**src/rtl/fir_sched_pkg.sv**
```systemverilog
// Shared constants and types for the RED/IR FIR MAC scheduler.
// Latency: n/a (declarations only). Backpressure: n/a.
package fir_sched_pkg;

    localparam int NPAIR   = 11;
    localparam int COEFF_W = 8;

    // Symmetric half of the 22-tap response, index 0 = outermost tap pair.
    localparam logic [0:NPAIR-1][COEFF_W-1:0] COEFF = {
        8'd2,  8'd10, 8'd16, 8'd28,  8'd43, 8'd60,
        8'd78, 8'd95, 8'd111, 8'd122, 8'd128
    };

    typedef enum logic [1:0] {
        IDLE,
        LOAD,
        MAC,
        DONE
    } state_e;

    typedef enum logic {
        CH_RED,
        CH_IR
    } ch_e;

    function automatic ch_e other_ch(input ch_e c);
        return (c == CH_RED) ? CH_IR : CH_RED;
    endfunction

endpackage

```
**src/rtl/fir_mac_scheduler_if.sv**
```systemverilog
// Sample-in / result-out bundle of the FIR MAC scheduler; overrun flags exist only with FIR_MAC_SCHED_OVERRUN_EN.
// Latency: n/a (wiring only). Backpressure: red_ready/ir_ready gate the sample handshakes.
interface fir_mac_scheduler_if #(
    parameter int DATA_W = 8,
    parameter int OUT_W  = 20
);
    logic              red_valid;
    logic [DATA_W-1:0] red_data;
    logic              red_ready;
    logic              ir_valid;
    logic [DATA_W-1:0] ir_data;
    logic              ir_ready;
    logic [OUT_W-1:0]  red_out;
    logic              red_out_valid;
    logic [OUT_W-1:0]  ir_out;
    logic              ir_out_valid;
    logic              busy;
`ifdef FIR_MAC_SCHED_OVERRUN_EN
    logic              red_overrun;
    logic              ir_overrun;
`endif

    modport master (
        output red_valid, red_data, ir_valid, ir_data,
        input  red_ready, ir_ready, red_out, red_out_valid,
        input  ir_out, ir_out_valid, busy
`ifdef FIR_MAC_SCHED_OVERRUN_EN
        , input red_overrun, ir_overrun
`endif
    );

    modport slave (
        input  red_valid, red_data, ir_valid, ir_data,
        output red_ready, ir_ready, red_out, red_out_valid,
        output ir_out, ir_out_valid, busy
`ifdef FIR_MAC_SCHED_OVERRUN_EN
        , output red_overrun, ir_overrun
`endif
    );

endinterface

```
**src/rtl/fir_delay_line.sv**
```systemverilog
// TAPS-deep sample shift register with parallel read-out; element 0 is the newest sample.
// Latency: shifts on the edge where shift_en is high. Backpressure: none, holds when shift_en is low.
module fir_delay_line #(
    parameter int TAPS   = 22,
    parameter int DATA_W = 8
) (
    input  logic                     CLK_Filter,
    input  logic                     rst_n,
    input  logic                     shift_en,
    input  logic [DATA_W-1:0]        din,
    output logic [TAPS*DATA_W-1:0]   taps_flat
);

    logic [TAPS-1:0][DATA_W-1:0] line_q;
    logic [TAPS-1:0][DATA_W-1:0] line_d;

    always_comb begin
        line_d = line_q;
        if (shift_en) begin
            line_d = {line_q[TAPS-2:0], din};
        end
    end

    always_ff @(posedge CLK_Filter or negedge rst_n) begin
        if (!rst_n) begin
            line_q <= '0;
        end else begin
            line_q <= line_d;
        end
    end

    assign taps_flat = line_q;

endmodule

```
**src/rtl/fir_mac_scheduler.sv**
```systemverilog
// One symmetric 22-tap FIR MAC shared round-robin between RED and IR; optional sticky overrun flags via FIR_MAC_SCHED_OVERRUN_EN.
// Latency: result pulse 14 edges after acceptance from idle, 13-cycle service period. Backpressure: one pending slot per channel, ready = !pending.
module fir_mac_scheduler
    import fir_sched_pkg::*;
#(
    parameter int DATA_W = 8,
    parameter int OUT_W  = 20,
    parameter int TAPS   = 22
) (
    input  logic                 CLK_Filter,
    input  logic                 rst_n,
    fir_mac_scheduler_if.slave   bus
);

    localparam int IDX_W  = $clog2(TAPS);
    localparam int K_W    = $clog2(NPAIR);
    localparam int PRE_W  = DATA_W + 1;
    localparam int PROD_W = DATA_W + 1 + COEFF_W;

    state_e              state_q, state_d;
    ch_e                 sel_q, sel_d;
    ch_e                 last_q, last_d;
    ch_e                 pick;
    logic [K_W-1:0]      k_q, k_d;
    logic [OUT_W-1:0]    acc_q, acc_d;
    logic                red_pend_q, red_pend_d;
    logic                ir_pend_q, ir_pend_d;
    logic [DATA_W-1:0]   red_smp_q, red_smp_d;
    logic [DATA_W-1:0]   ir_smp_q, ir_smp_d;
    logic [OUT_W-1:0]    red_out_q, red_out_d;
    logic [OUT_W-1:0]    ir_out_q, ir_out_d;
    logic                red_out_valid_q, red_out_valid_d;
    logic                ir_out_valid_q, ir_out_valid_d;
    logic                busy_q, busy_d;

    logic [TAPS-1:0][DATA_W-1:0] red_taps;
    logic [TAPS-1:0][DATA_W-1:0] ir_taps;
    logic                red_shift, ir_shift;
    logic [IDX_W-1:0]    lo_idx, hi_idx;
    logic [DATA_W-1:0]   tap_lo, tap_hi;
    logic [PRE_W-1:0]    pre_sum;
    logic [PROD_W-1:0]   prod;

    assign red_shift = (state_q == LOAD) && (sel_q == CH_RED);
    assign ir_shift  = (state_q == LOAD) && (sel_q == CH_IR);

    fir_delay_line #(.TAPS(TAPS), .DATA_W(DATA_W)) u_red_line (
        .CLK_Filter (CLK_Filter),
        .rst_n      (rst_n),
        .shift_en   (red_shift),
        .din        (red_smp_q),
        .taps_flat  (red_taps)
    );

    fir_delay_line #(.TAPS(TAPS), .DATA_W(DATA_W)) u_ir_line (
        .CLK_Filter (CLK_Filter),
        .rst_n      (rst_n),
        .shift_en   (ir_shift),
        .din        (ir_smp_q),
        .taps_flat  (ir_taps)
    );

    // Pair k folds tap k with its mirror TAPS-1-k before the single multiply.
    assign lo_idx  = IDX_W'(k_q);
    assign hi_idx  = IDX_W'(TAPS - 1) - lo_idx;
    assign tap_lo  = (sel_q == CH_RED) ? red_taps[lo_idx] : ir_taps[lo_idx];
    assign tap_hi  = (sel_q == CH_RED) ? red_taps[hi_idx] : ir_taps[hi_idx];
    assign pre_sum = {1'b0, tap_lo} + {1'b0, tap_hi};
    assign prod    = PROD_W'(pre_sum) * PROD_W'(COEFF[k_q]);

    // Alternate only on a tie; a lone pending channel is always taken.
    assign pick = (red_pend_q && ir_pend_q) ? other_ch(last_q)
                : (red_pend_q ? CH_RED : CH_IR);

    always_comb begin
        state_d         = state_q;
        sel_d           = sel_q;
        last_d          = last_q;
        k_d             = k_q;
        acc_d           = acc_q;
        red_pend_d      = red_pend_q;
        ir_pend_d       = ir_pend_q;
        red_smp_d       = red_smp_q;
        ir_smp_d        = ir_smp_q;
        red_out_d       = red_out_q;
        ir_out_d        = ir_out_q;
        red_out_valid_d = 1'b0;
        ir_out_valid_d  = 1'b0;

        if (bus.red_valid && !red_pend_q) begin
            red_pend_d = 1'b1;
            red_smp_d  = bus.red_data;
        end
        if (bus.ir_valid && !ir_pend_q) begin
            ir_pend_d = 1'b1;
            ir_smp_d  = bus.ir_data;
        end

        case (state_q)
            IDLE, DONE: begin
                if (state_q == DONE) begin
                    if (sel_q == CH_RED) begin
                        red_out_d       = acc_q;
                        red_out_valid_d = 1'b1;
                    end else begin
                        ir_out_d       = acc_q;
                        ir_out_valid_d = 1'b1;
                    end
                end
                if (red_pend_q || ir_pend_q) begin
                    state_d = LOAD;
                    sel_d   = pick;
                    last_d  = pick;
                    if (pick == CH_RED) begin
                        red_pend_d = 1'b0;
                    end else begin
                        ir_pend_d = 1'b0;
                    end
                end else begin
                    state_d = IDLE;
                end
            end
            LOAD: begin
                acc_d   = '0;
                k_d     = '0;
                state_d = MAC;
            end
            MAC: begin
                acc_d = acc_q + OUT_W'(prod);
                k_d   = k_q + 1'b1;
                if (k_q == K_W'(NPAIR - 1)) begin
                    state_d = DONE;
                end
            end
            default: begin
                state_d = IDLE;
            end
        endcase

        busy_d = (state_d != IDLE);
    end

    always_ff @(posedge CLK_Filter or negedge rst_n) begin
        if (!rst_n) begin
            state_q         <= IDLE;
            sel_q           <= CH_RED;
            last_q          <= CH_IR;
            k_q             <= '0;
            acc_q           <= '0;
            red_pend_q      <= 1'b0;
            ir_pend_q       <= 1'b0;
            red_smp_q       <= '0;
            ir_smp_q        <= '0;
            red_out_q       <= '0;
            ir_out_q        <= '0;
            red_out_valid_q <= 1'b0;
            ir_out_valid_q  <= 1'b0;
            busy_q          <= 1'b0;
        end else begin
            state_q         <= state_d;
            sel_q           <= sel_d;
            last_q          <= last_d;
            k_q             <= k_d;
            acc_q           <= acc_d;
            red_pend_q      <= red_pend_d;
            ir_pend_q       <= ir_pend_d;
            red_smp_q       <= red_smp_d;
            ir_smp_q        <= ir_smp_d;
            red_out_q       <= red_out_d;
            ir_out_q        <= ir_out_d;
            red_out_valid_q <= red_out_valid_d;
            ir_out_valid_q  <= ir_out_valid_d;
            busy_q          <= busy_d;
        end
    end

    assign bus.red_ready     = !red_pend_q;
    assign bus.ir_ready      = !ir_pend_q;
    assign bus.red_out       = red_out_q;
    assign bus.ir_out        = ir_out_q;
    assign bus.red_out_valid = red_out_valid_q;
    assign bus.ir_out_valid  = ir_out_valid_q;
    assign bus.busy          = busy_q;

`ifdef FIR_MAC_SCHED_OVERRUN_EN
    logic red_ov_q, red_ov_d;
    logic ir_ov_q, ir_ov_d;

    // Sticky: a source offering into a full slot has lost timing, only reset clears it.
    always_comb begin
        red_ov_d = red_ov_q | (bus.red_valid & red_pend_q);
        ir_ov_d  = ir_ov_q  | (bus.ir_valid  & ir_pend_q);
    end

    always_ff @(posedge CLK_Filter or negedge rst_n) begin
        if (!rst_n) begin
            red_ov_q <= 1'b0;
            ir_ov_q  <= 1'b0;
        end else begin
            red_ov_q <= red_ov_d;
            ir_ov_q  <= ir_ov_d;
        end
    end

    assign bus.red_overrun = red_ov_q;
    assign bus.ir_overrun  = ir_ov_q;
`endif

endmodule

```
**src/flat_wrapper.sv**
```systemverilog
// flat-port wrapper written by rule: the top's interface ports become plain ports
module fir_mac_scheduler_flat import fir_sched_pkg::*;
#(
    parameter int DATA_W = 8,
    parameter int OUT_W  = 20,
    parameter int TAPS   = 22
)
  (CLK_Filter, rst_n, bus_red_valid, bus_red_data, bus_ir_valid, bus_ir_data, bus_red_ready, bus_ir_ready, bus_red_out, bus_red_out_valid, bus_ir_out, bus_ir_out_valid, bus_busy);
  fir_mac_scheduler_if #(.DATA_W(DATA_W), .OUT_W(OUT_W)) bus_i ();
  input  logic CLK_Filter;
  input  logic rst_n;
  input wire logic [$bits(bus_i.red_valid)-1:0] bus_red_valid;
  input wire logic [$bits(bus_i.red_data)-1:0] bus_red_data;
  input wire logic [$bits(bus_i.ir_valid)-1:0] bus_ir_valid;
  input wire logic [$bits(bus_i.ir_data)-1:0] bus_ir_data;
  output wire logic [$bits(bus_i.red_ready)-1:0] bus_red_ready;
  output wire logic [$bits(bus_i.ir_ready)-1:0] bus_ir_ready;
  output wire logic [$bits(bus_i.red_out)-1:0] bus_red_out;
  output wire logic [$bits(bus_i.red_out_valid)-1:0] bus_red_out_valid;
  output wire logic [$bits(bus_i.ir_out)-1:0] bus_ir_out;
  output wire logic [$bits(bus_i.ir_out_valid)-1:0] bus_ir_out_valid;
  output wire logic [$bits(bus_i.busy)-1:0] bus_busy;
  assign bus_i.red_valid = bus_red_valid;
  assign bus_i.red_data = bus_red_data;
  assign bus_i.ir_valid = bus_ir_valid;
  assign bus_i.ir_data = bus_ir_data;
  assign bus_red_ready = bus_i.red_ready;
  assign bus_ir_ready = bus_i.ir_ready;
  assign bus_red_out = bus_i.red_out;
  assign bus_red_out_valid = bus_i.red_out_valid;
  assign bus_ir_out = bus_i.ir_out;
  assign bus_ir_out_valid = bus_i.ir_out_valid;
  assign bus_busy = bus_i.busy;
  fir_mac_scheduler #(.DATA_W(DATA_W), .OUT_W(OUT_W), .TAPS(TAPS)) u_core (.CLK_Filter(CLK_Filter), .rst_n(rst_n), .bus(bus_i));
endmodule
```
**config.mk**
```make
export PLATFORM = sky130hd
export DESIGN_NAME = fir_mac_scheduler_flat
export DESIGN_NICKNAME = d
export VERILOG_FILES = /design/src/rtl/fir_sched_pkg.sv /design/src/rtl/fir_mac_scheduler_if.sv /design/src/rtl/fir_delay_line.sv /design/src/rtl/fir_mac_scheduler.sv /design/src/flat_wrapper.sv
export SDC_FILE = /design/constraint.sdc
export NUM_CORES = 1
export LEC_CHECK = 0
export CAP_MARGIN = 20
export CORE_MARGIN = 1
export CORE_UTILIZATION = 50
export CTS_CLUSTER_SIZE = 28
export DETAILED_ROUTE_END_ITERATION = 6
export DONT_BUFFER_PORTS = 1
export PLACE_DENSITY = 0.68
export SLEW_MARGIN = 10
export SYNTH_ARGS = -nofsm -noshare
export SYNTH_HDL_FRONTEND = slang
export SYNTH_SLANG_ARGS = --single-unit
```
**constraint.sdc**
```tcl
create_clock -name CLK_Filter -period 7.9 [get_ports CLK_Filter]
set_clock_uncertainty 0.1 [all_clocks]
set_input_delay 0.79 -clock CLK_Filter [delete_from_list [all_inputs] [get_ports CLK_Filter]]
set_output_delay 0.79 -clock CLK_Filter [all_outputs]
set_load 0.005 [all_outputs]
```
==> qor.csv, run 1 <==
stage,metric,value,unit
status,outcome,finished with violations,
status,violated checks,hold timing,
power_and_ir_drop,Lkg Pwr,13.2,nW
grt,number of global-route vias before repair,16600,
final_layout,"commonest cells after routing, fill and taps aside","651 x nand2_1, 437 x dfrtp_1, 230 x mux2_2",
grt,GR Layer Usage met2,36.7,%
worst_setup_path,Worst path max stage delay,0.51,ns
yosys,register area share after synthesis,44.8,%
yosys,Synthesized Nets,2345,
job,max-cap violation count,0,
cts,CTS Root Cell,clkbuf_16,
drt,ANT nets after route,0,
die,core footprint,48100,um^2
yosys,Async SR Flop Fraction,100,%
grt,first-pass GRT wire length,90700,um
place,"worst slack, placed",-0.107,ns
drt,DRT Pass-1 Iters,5,
worst_setup_path,Setup crit end kind,flop,
timing,worst-margin pin slew,1.50,ns
cts,"Clk Latency, worst-skew pair",0.60,ns
yosys,number of synthesized flops with an enable pin,0,
grt,initial antenna violation count,0,
worst_setup_path,"most used cell, CP",fa_1,
yosys,"Cell Area, Synth",24600,um^2
hold_path,Hold WC Path Type,in2async,
place,GP Congestion,0.905,
timing,Fin. Hold Viols,151,
final_layout,"Area growth, synth to finish",11.1,%
final_layout,"Core Util, Final",56.8,%
die,Die Y,224,um
worst_setup_path,"CP delay by family, top",adder cells,
die,row count,80,
drt,total detailed-routing wirelength,56000,um
timing,final setup vio count,0,
grt,met1 usage,31.6,%
yosys,Yosys top cell area share,44.7,%
yosys,dominant synthesized flop cell,dfrtp_1,
timing,"Slew Viols, Final",0,
cts,CTS max path bufs,3,
drt,drt wl/cell,19.3,um
cts,H-tree Lvls,2,
drt,via count,16600,
final_layout,Nets,2342,
timing,Fin Setup TNS,0,ns
timing,maximum clock rate,130,MHz
die,die area,50100,um^2
grt,met3 GRT Util,3.40,%
timing,final period utilization,97.2,%
final_layout,ANT cells,0,
cts,TritonCTS Buffers,47,
power_and_ir_drop,worst vdd ir,306,uV
final_layout,ratio of cells with drive above 1 in the final layout,25.3,%
final_layout,"leading cell type in the layout, fill and taps excluded",nand2_1,
yosys,Synth cell types,60,
grt,GRT overflow,0,
grt,gr usage total,22.8,%
cts,CTS sink count,441,
power_and_ir_drop,P per Cell Area,414,nW/um^2
yosys,#FFs+latches synth,441,
grt,largest net degree at the start of global routing,442,
timing,min cycle time layout,7.68,ns
place,Placed Instance Area,25400,um^2
yosys,Yosys warning total,0,
worst_setup_path,crit path kind,reg2reg,
place,DP Wirelength,37500,um
die,Chip Width,224,um
yosys,synthesized instance count,2204,
drt,# DRC,0,
grt,most crowded layer after global routing,met2,
die,IO Pins,65,
place,number of I/O port buffers,0,
yosys,post-synth top area cell,dfrtp_1,
cts,clock edge transition at the registers on the reported setup and hold paths,0.07,ns
cts,CTS tree,done,
worst_setup_path,Worst Path Buf+Inv,4,
drt,iteration-0 DRC count of the detailed router,1477,
timing,hold_ws,-0.192,ns
final_layout,design area,27400,um^2
worst_setup_path,WP data arrival,8.07,ns
worst_setup_path,Worst EP required,8.29,ns
worst_setup_path,Startpoint Class,flop,
worst_setup_path,"Slowest-stage cell, CP",dfrtp_4,
timing,Final Worst Setup Slack,0.224,ns
worst_setup_path,CP Max Fanout,12,
yosys,"Avg Cell Area, Syn",11.2,um^2
die,initial core utilization,51.1,%
yosys,Area contributors post-synth,"dfrtp_1 45%, mux4_2 13%, mux2_2 11%",
timing,Worst slew margin,0.109,%
drt,DR vias/cell,5.75,
## power by group
part / internal, mW / switching [mW]
combinational: 2.62 / 3.19
sequential: 2.80 / 0.522
clock: 1.27 / 0.926
## path summary, 6_finish.rpt
check | depth (start not counted) | to | start | slack (ns)
max in group asynchronous | 0 | u_core.u_red_line.taps_flat[115] | rst_n | 6.69
hold reg to reg | 2 | u_core.u_red_line.taps_flat[3] | u_core.red_smp_q[3] | 0.37
min in group CLK_Filter | 1 | u_core.ir_smp_q[2] | bus_ir_data[2] | 0.25
hold / removal | 0 | u_core.bus.ir_out[6] | rst_n | -0.19
setup reg to reg | 25 | u_core.acc_q[16] | u_core.k_q[1] | 0.22
setup / recovery | 25 | u_core.acc_q[16] | u_core.k_q[1] | 0.22
## layer usage
metal | wire [um] | share of wire, %
met5 | 0 | 0
met4 | 1640 | 2.9
met1 | 24300 | 43
met2 | 27300 | 49
met3 | 2710 | 4.8
## timing repair
| item | in CTS | in global routing |
|---|---|---|
| hold endpoints to repair | 440 | 440 |
| buffers inserted | 5 | 8 |
| resized for setup | 3 | 34 |
| endpoints found under the setup margin | 5 | 12 |
| pin swaps | 0 | 9 |
| cloned | 0 | 3 |
## cells in the mapped netlist (6+ instances only)
| cell | instances |
|---|---|
| nand3_1 | 10 |
| o21ai_0 | 48 |
| clkbuf_1 | 77 |
| and3_1 | 6 |
| buf_1 | 14 |
| and2_1 | 7 |
| o21a_1 | 8 |
| o22ai_1 | 21 |
| mux4_2 | 146 |
| mux2i_1 | 18 |
| a221oi_1 | 8 |
| ha_1 | 63 |
| buf_2 | 22 |
| a21o_1 | 7 |
| nor2b_1 | 9 |
| mux2_2 | 230 |
| a22oi_1 | 16 |
| xnor2_1 | 13 |
| nand2_1 | 654 |
| a31oi_1 | 7 |
| inv_1 | 123 |
| mux2_1 | 7 |
| fa_1 | 58 |
| nand2b_1 | 12 |
| a21oi_1 | 45 |
| nor2_1 | 64 |
| dfrtp_1 | 440 |
| buf_4 | 8 |
| buf_6 | 6 |
## flip-flops by register name, indices dropped and copies added (netlist names)
signal and cells:
u_core.bus.busy 1, u_core.red_smp_q 8, u_core.u_red_line.taps_flat 176, u_core.state_q 2, u_core.k_q 4, u_core.ir_pend_q 1
u_core.red_pend_q 1, u_core.last_q 1, u_core.ir_smp_q 8, u_core.bus.red_out_valid 1, u_core.sel_q 1, u_core.bus.ir_out_valid 1
u_core.acc_q 20, u_core.u_ir_line.taps_flat 176, u_core.bus.ir_out 20, u_core.bus.red_out 20
## cell families after synthesis
| group | after synthesis | synth area share [%] |
|---|---|---|
| AOI/OAI and AO/OA | 190 | 4.83 |
| xor gates and xnor gates | 18 | 0.640 |
| adders and majority gates | 121 | 7.92 |
| buffers and inverters | 251 | 4.24 |
| DFF | 441 | 44.8 |
| muxes | 401 | 24.9 |
| and+or+nand+nor | 782 | 12.6 |
## area by class of cell
class	instances	area [um^2]
Timing Repair Buffer	75	734
Tap cell	656	821
Clock inverter	17	144
Inverter	124	465
Sequential cell	441	11000
Fill cell	3996	20800
Multi-Input combinational cell	1512	12700
Clock buffer	69	1400
## metrics by stage
| stage | power, mW | std cells |
|---|---|---|
| after detailed placement | 8.78 | 2791 |
| after global placement | 8.60 | 2791 |
| final | 11.3 | 2894 |
| after floorplan | 7.29 | 2204 |
| after global routing | 12.1 | 2894 |
| after CTS | 11.0 | 2882 |
No activity file was read; power rests on OpenSTA's default activity.
==> run 2, diff against run 1 <==
CTS_CLUSTER_DIAMETER = 30   (was default)
==> run 2 against run 1 <==
Effect of this change:
- the flow still finishes with violations (hold timing)
- final cell count rose by 3.2%
- core utilization is 4.0 points higher
- worst setup slack improved by 0.026 ns
- register-to-register slack improved by 0.03 ns
- routed wire length is 2.7% higher
- design area increased by 7.0%
- maximum frequency up 0.34%
- critical path type unchanged
==> qor.csv, run 2 (synthesized netlist as in run 1, its figures left out) <==
stage,metric,value,unit
status,outcome,finished with violations,
status,violated checks,hold timing,
worst_setup_path,Setup crit end kind,flop,
place,"worst slack, placed",-0.107,ns
die,IO Pins,65,
worst_setup_path,CP Max Fanout,12,
cts,TritonCTS Buffers,95,
place,number of I/O port buffers,0,
final_layout,ANT cells,0,
final_layout,"Core Util, Final",60.8,%
place,GP Congestion,0.905,
drt,DRT Pass-1 Iters,5,
die,Die Y,224,um
drt,ANT nets after route,0,
job,max-cap violation count,0,
grt,gr usage total,23.5,%
grt,number of global-route vias before repair,17400,
grt,first-pass GRT wire length,93500,um
cts,clock edge transition at the registers on the reported setup and hold paths,0.05,ns
timing,maximum clock rate,131,MHz
timing,worst-margin pin slew,1.17,ns
timing,hold_ws,-0.235,ns
drt,drt wl/cell,19.2,um
grt,largest net degree at the start of global routing,442,
grt,GRT overflow,0,
final_layout,non-filler instance count after layout,2987,
drt,# DRC,0,
timing,"Slew Viols, Final",0,
drt,via count,17100,
cts,CTS sink count,441,
power_and_ir_drop,Lkg Pwr,14.1,nW
die,initial core utilization,51.1,%
final_layout,"leading cell type in the layout, fill and taps excluded",nand2_1,
timing,final period utilization,96.8,%
final_layout,ratio of cells with drive above 1 in the final layout,28.0,%
cts,CTS tree,done,
die,Chip Width,224,um
cts,CTS max path bufs,3,
timing,min cycle time layout,7.65,ns
hold_path,Hold WC Path Type,in2async,
final_layout,Nets,2395,
drt,iteration-0 DRC count of the detailed router,1368,
timing,Worst slew margin,21.8,%
drt,total detailed-routing wirelength,57500,um
place,dpl cells,2791,
worst_setup_path,crit path kind,reg2reg,
worst_setup_path,WP data arrival,8.08,ns
cts,"Clk Latency, worst-skew pair",0.63,ns
drt,DR vias/cell,5.71,
final_layout,"commonest cells after routing, fill and taps aside","652 x nand2_1, 437 x dfrtp_1, 230 x mux2_2",
power_and_ir_drop,P per Cell Area,457,nW/um^2
timing,final setup vio count,0,
place,DP Wirelength,37500,um
cts,CTS Root Cell,clkbuf_16,
worst_setup_path,Startpoint Class,flop,
final_layout,"Area growth, synth to finish",18.9,%
die,core footprint,48100,um^2
worst_setup_path,Worst EP required,8.33,ns
die,die area,50100,um^2
power_and_ir_drop,worst vdd ir,296,uV
die,row count,80,
cts,H-tree Lvls,3,
grt,initial antenna violation count,0,
timing,Fin. Hold Viols,257,
timing,Final Worst Setup Slack,0.250,ns
-- run 2: changes by cell type in the layout (fill, tap and decap cells not counted), moves of 4 or more --
cell        previous run  this run
buf_4                 61        66
bufinv_16              1        18
clkbuf_1               9        13
clkbuf_16             51        99
clkbuf_8              12         6
clkinv_2               8        16
clkinvlp_4             3        10
inv_6                  3        10
-- run 2: final timing paths --
check	end	cells after the start	slack, ns	start
max in group asynchronous	u_core.k_q[1]	0	6.93	rst_n
worst min-delay path	u_core.bus.ir_out[6]	0	-0.23	rst_n
worst max-delay path	u_core.acc_q[16]	25	0.25	u_core.k_q[1]
min in group CLK_Filter	u_core.ir_smp_q[6]	1	0.21	bus_ir_data[6]
worst min register to register	u_core.u_red_line.taps_flat[3]	2	0.37	u_core.red_smp_q[3]
worst max register to register	u_core.acc_q[16]	25	0.25	u_core.k_q[1]
-- run 2: critical path, stage by stage, from the launching register on --
cell       delay [ns]
dfrtp_4          0.48
buf_4            0.15
clkbuf_16        0.17
mux4_2           0.51
mux4_2           0.45
mux2_2           0.32
ha_1             0.32
a21o_1           0.20
a21oi_2          0.19
o21bai_1         0.16
a21oi_1          0.38
xor2_1           0.41
nor2_1           0.13
fa_1             0.48
fa_1             0.51
fa_1             0.49
inv_1            0.05
fa_1             0.47
inv_1            0.04
ha_1             0.33
o21a_1           0.21
o21ai_1          0.12
a211oi_2         0.37
o32ai_2          0.16
xor2_1           0.18
o31ai_1          0.19
-- run 2: through the flow --
stage / instance area, um^2 / total power, mW / TNS, ns
detailed placement: 25400 / 8.78 / -0.230
CTS: 28900 / 13.1 / 0
floorplan: 24600 / 7.29 / 0
global placement: 25400 / 8.60 / 0
global route: 29300 / 14.2 / -0.112
finish: 29300 / 13.4 / 0
-- run 2: layer usage --
metal  up-vias  track usage (%)  share of wire [%]
met5         -                0                  0
met4         0             9.19                3.2
met3       122             4.89                5.4
met2       503             37.8                 49
met1      8729             31.4                 43
li1       7696                -                  -
-- run 2: area by class of cell --
cell class,instances,area [um^2]
Timing Repair Buffer,80,786
Sequential cell,441,11000
Clock buffer,116,2560
Fill cell,3766,18900
Inverter,124,465
Clock inverter,58,861
Tap cell,656,821
Multi-Input combinational cell,1512,12700
-- run 2: report_power, final --
part | leakage, nW | internal, mW | switching [mW] | total, mW
clock | 1.65 | 2.89 | 1.30 | 4.19
sequential | 5.95 | 2.81 | 0.520 | 3.33
combinational | 6.54 | 2.64 | 3.21 | 5.84
-- run 2: timing repair --
action                     CTS  global route
setup buffers                4            14
pin swaps                    0             8
setup endpoints to repair    5            12
gates cloned                 0             2
resized for setup            3            30
hold endpoints to repair   440           440
==> run 3, diff against run 2 <==
RECOVER_POWER = 100   (was default)
==> run 3 against run 2 <==
Effect of this change:
- the flow finishes with violations (hold timing, capacitance limit, slew limit)
- core utilization down 0.15 points
- die area unchanged
- global-route usage unchanged
- register-to-register slack about the same
- first-iteration DRC count down 2.9%
- worst hold slack better by 0.00094 ns
- power about the same
- final cell count unchanged
- clock power about the same
- routed wire length about the same
- highest routed layer unchanged
==> qor.csv, run 3 (synthesized netlist as in run 1, its figures left out) <==
stage,metric,value,unit
timing,worst-margin pin slew,4.49,ns
worst_setup_path,Worst EP required,8.33,ns
drt,drt wl/cell,19.3,um
status,violated checks,"hold timing, capacitance limit, slew limit",
drt,ANT nets after route,0,
die,initial core utilization,51.1,%
timing,maximum clock rate,131,MHz
final_layout,"Area growth, synth to finish",18.6,%
drt,via count,17100,
die,row count,80,
drt,total detailed-routing wirelength,57500,um
hold_path,Hold WC Path Type,in2async,
die,Die Y,224,um
worst_setup_path,worst reg2reg path depth,25,
timing,Worst slew margin,-199,%
status,outcome,finished with violations,
worst_setup_path,crit path kind,reg2reg,
cts,CTS tree,done,
drt,iteration-0 DRC count of the detailed router,1329,
final_layout,"Core Util, Final",60.6,%
die,Chip Width,224,um
power_and_ir_drop,Sequential Power Share,24.9,%
grt,initial antenna violation count,0,
power_and_ir_drop,Logic pwr share,43.8,%
final_layout,ANT cells,0,
cts,CTS Root Cell,clkbuf_16,
place,DP Wirelength,37500,um
timing,final setup vio count,0,
cts,clock edge transition at the registers on the reported setup and hold paths,0.05,ns
die,IO Pins,65,
worst_setup_path,Startpoint Class,flop,
cts,TritonCTS Buffers,95,
power_and_ir_drop,worst vdd ir,291,uV
timing,"Slew Viols, Final",332,
job,max-cap violation count,5,
power_and_ir_drop,Pwr Total,13.4,mW
timing,final period utilization,97.0,%
die,die area,50100,um^2
cts,CTS sink count,441,
final_layout,ratio of cells with drive above 1 in the final layout,27.5,%
power_and_ir_drop,clock power share,31.3,%
drt,DR vias/cell,5.73,
place,GP Congestion,0.905,
place,number of I/O port buffers,0,
cts,CTS max path bufs,3,
final_layout,Nets,2395,
worst_setup_path,WP data arrival,8.09,ns
timing,hold_ws,-0.234,ns
cts,H-tree Lvls,3,
worst_setup_path,CP Max Fanout,12,
power_and_ir_drop,Switching Share,37.5,%
grt,largest net degree at the start of global routing,442,
grt,first-pass GRT wire length,93500,um
timing,Fin. Hold Viols,249,
timing,Fin Setup TNS,0,ns
worst_setup_path,RR Startpoint,u_core.k_q[1],
power_and_ir_drop,Psw,5.02,mW
grt,gr usage total,23.5,%
worst_setup_path,crit path from,u_core.k_q[1],
power_and_ir_drop,Int Pwr,8.35,mW
grt,GRT overflow,0,
timing,min cycle time layout,7.66,ns
drt,DRT Pass-1 Iters,5,
drt,# DRC,0,
cts,"Clk Latency, worst-skew pair",0.63,ns
final_layout,"commonest cells after routing, fill and taps aside","653 x nand2_1, 437 x dfrtp_1, 230 x mux2_2",
final_layout,"leading cell type in the layout, fill and taps excluded",nand2_1,
grt,number of global-route vias before repair,17400,
die,core footprint,48100,um^2
worst_setup_path,Setup crit end kind,flop,
power_and_ir_drop,Lkg Pwr,14.1,nW
power_and_ir_drop,P per Cell Area,458,nW/um^2
[run 3: layout make-up]
type,instances,area (um^2)
Clock buffer,116,2560
Clock inverter,58,861
Fill cell,3776,19000
Inverter,124,465
Multi-Input combinational cell,1512,12700
Sequential cell,441,11000
Tap cell,656,821
Timing Repair Buffer,80,732
[run 3: routing by layer]
| metal | up-vias | part of all wire, % | global-route usage [%] |
|---|---|---|---|
| met3 | 120 | 5.2 | 4.89 |
| li1 | 7698 | - | - |
| met5 | - | 0 | 0 |
| met4 | 0 | 3.1 | 9.19 |
| met2 | 520 | 49 | 37.8 |
| met1 | 8763 | 43 | 31.4 |
[run 3: critical path: stages (launching register included)]
cell and delay (ns):
dfrtp_4 0.47, buf_4 0.15, clkbuf_16 0.16, mux4_2 0.51, mux4_2 0.45, mux2_2 0.32, ha_1 0.32, a21o_1 0.20
a21oi_2 0.19, o21bai_1 0.17, a21oi_1 0.39, xor2_1 0.41, nor2_1 0.13, fa_1 0.48, fa_1 0.51, fa_1 0.49
inv_1 0.05, fa_1 0.47, inv_1 0.04, ha_1 0.33, o21a_1 0.21, o21ai_1 0.12, a211oi_2 0.37, o32ai_2 0.16
xor2_1 0.17, o31ai_1 0.19
[run 3: what timing repair did]
action / CTS / global route
endpoints found under the setup margin: 5 / 12
pin swaps: 0 / 8
setup buffers: 4 / 14
gates cloned: 0 / 2
resized for setup: 3 / 30
hold endpoints to repair: 440 / 440
[run 3: metrics by stage]
step	instance area [um^2]	setup slack (ns)	instances	hold slack, ns
after CTS	28900	0.00575	2969	-0.264
after floorplan	24600	0.000503	2204	0.335
after global placement	25400	0.0763	2791	0.358
final	29200	0.239	2987	-0.234
after global routing	29200	-0.0931	2987	-0.264
after detailed placement	25400	-0.107	2791	0.357
[run 3: power by group through the flow]
| stage | Sequential (mW) | Clock, mW | Combinational [mW] |
|---|---|---|---|
| after global placement | 3.31 | 0 | 5.29 |
| final | 3.33 | 4.19 | 5.85 |
| after global routing | 3.40 | 4.37 | 6.42 |
| after CTS | 3.32 | 4.24 | 5.50 |
| after detailed placement | 3.36 | 0 | 5.43 |
| after floorplan | 3.14 | 0 | 4.14 |
[run 3: final timing paths]
| path | to | slack (ns) |
|---|---|---|
| hold reg to reg | u_core.u_red_line.taps_flat[3] | 0.36 |
| setup / recovery | u_core.acc_q[16] | 0.24 |
| max in group asynchronous | u_core.k_q[1] | 6.72 |
| min in group CLK_Filter | u_core.ir_smp_q[6] | 0.21 |
| hold / removal | u_core.bus.ir_out[6] | -0.23 |
| setup reg to reg | u_core.acc_q[16] | 0.24 |
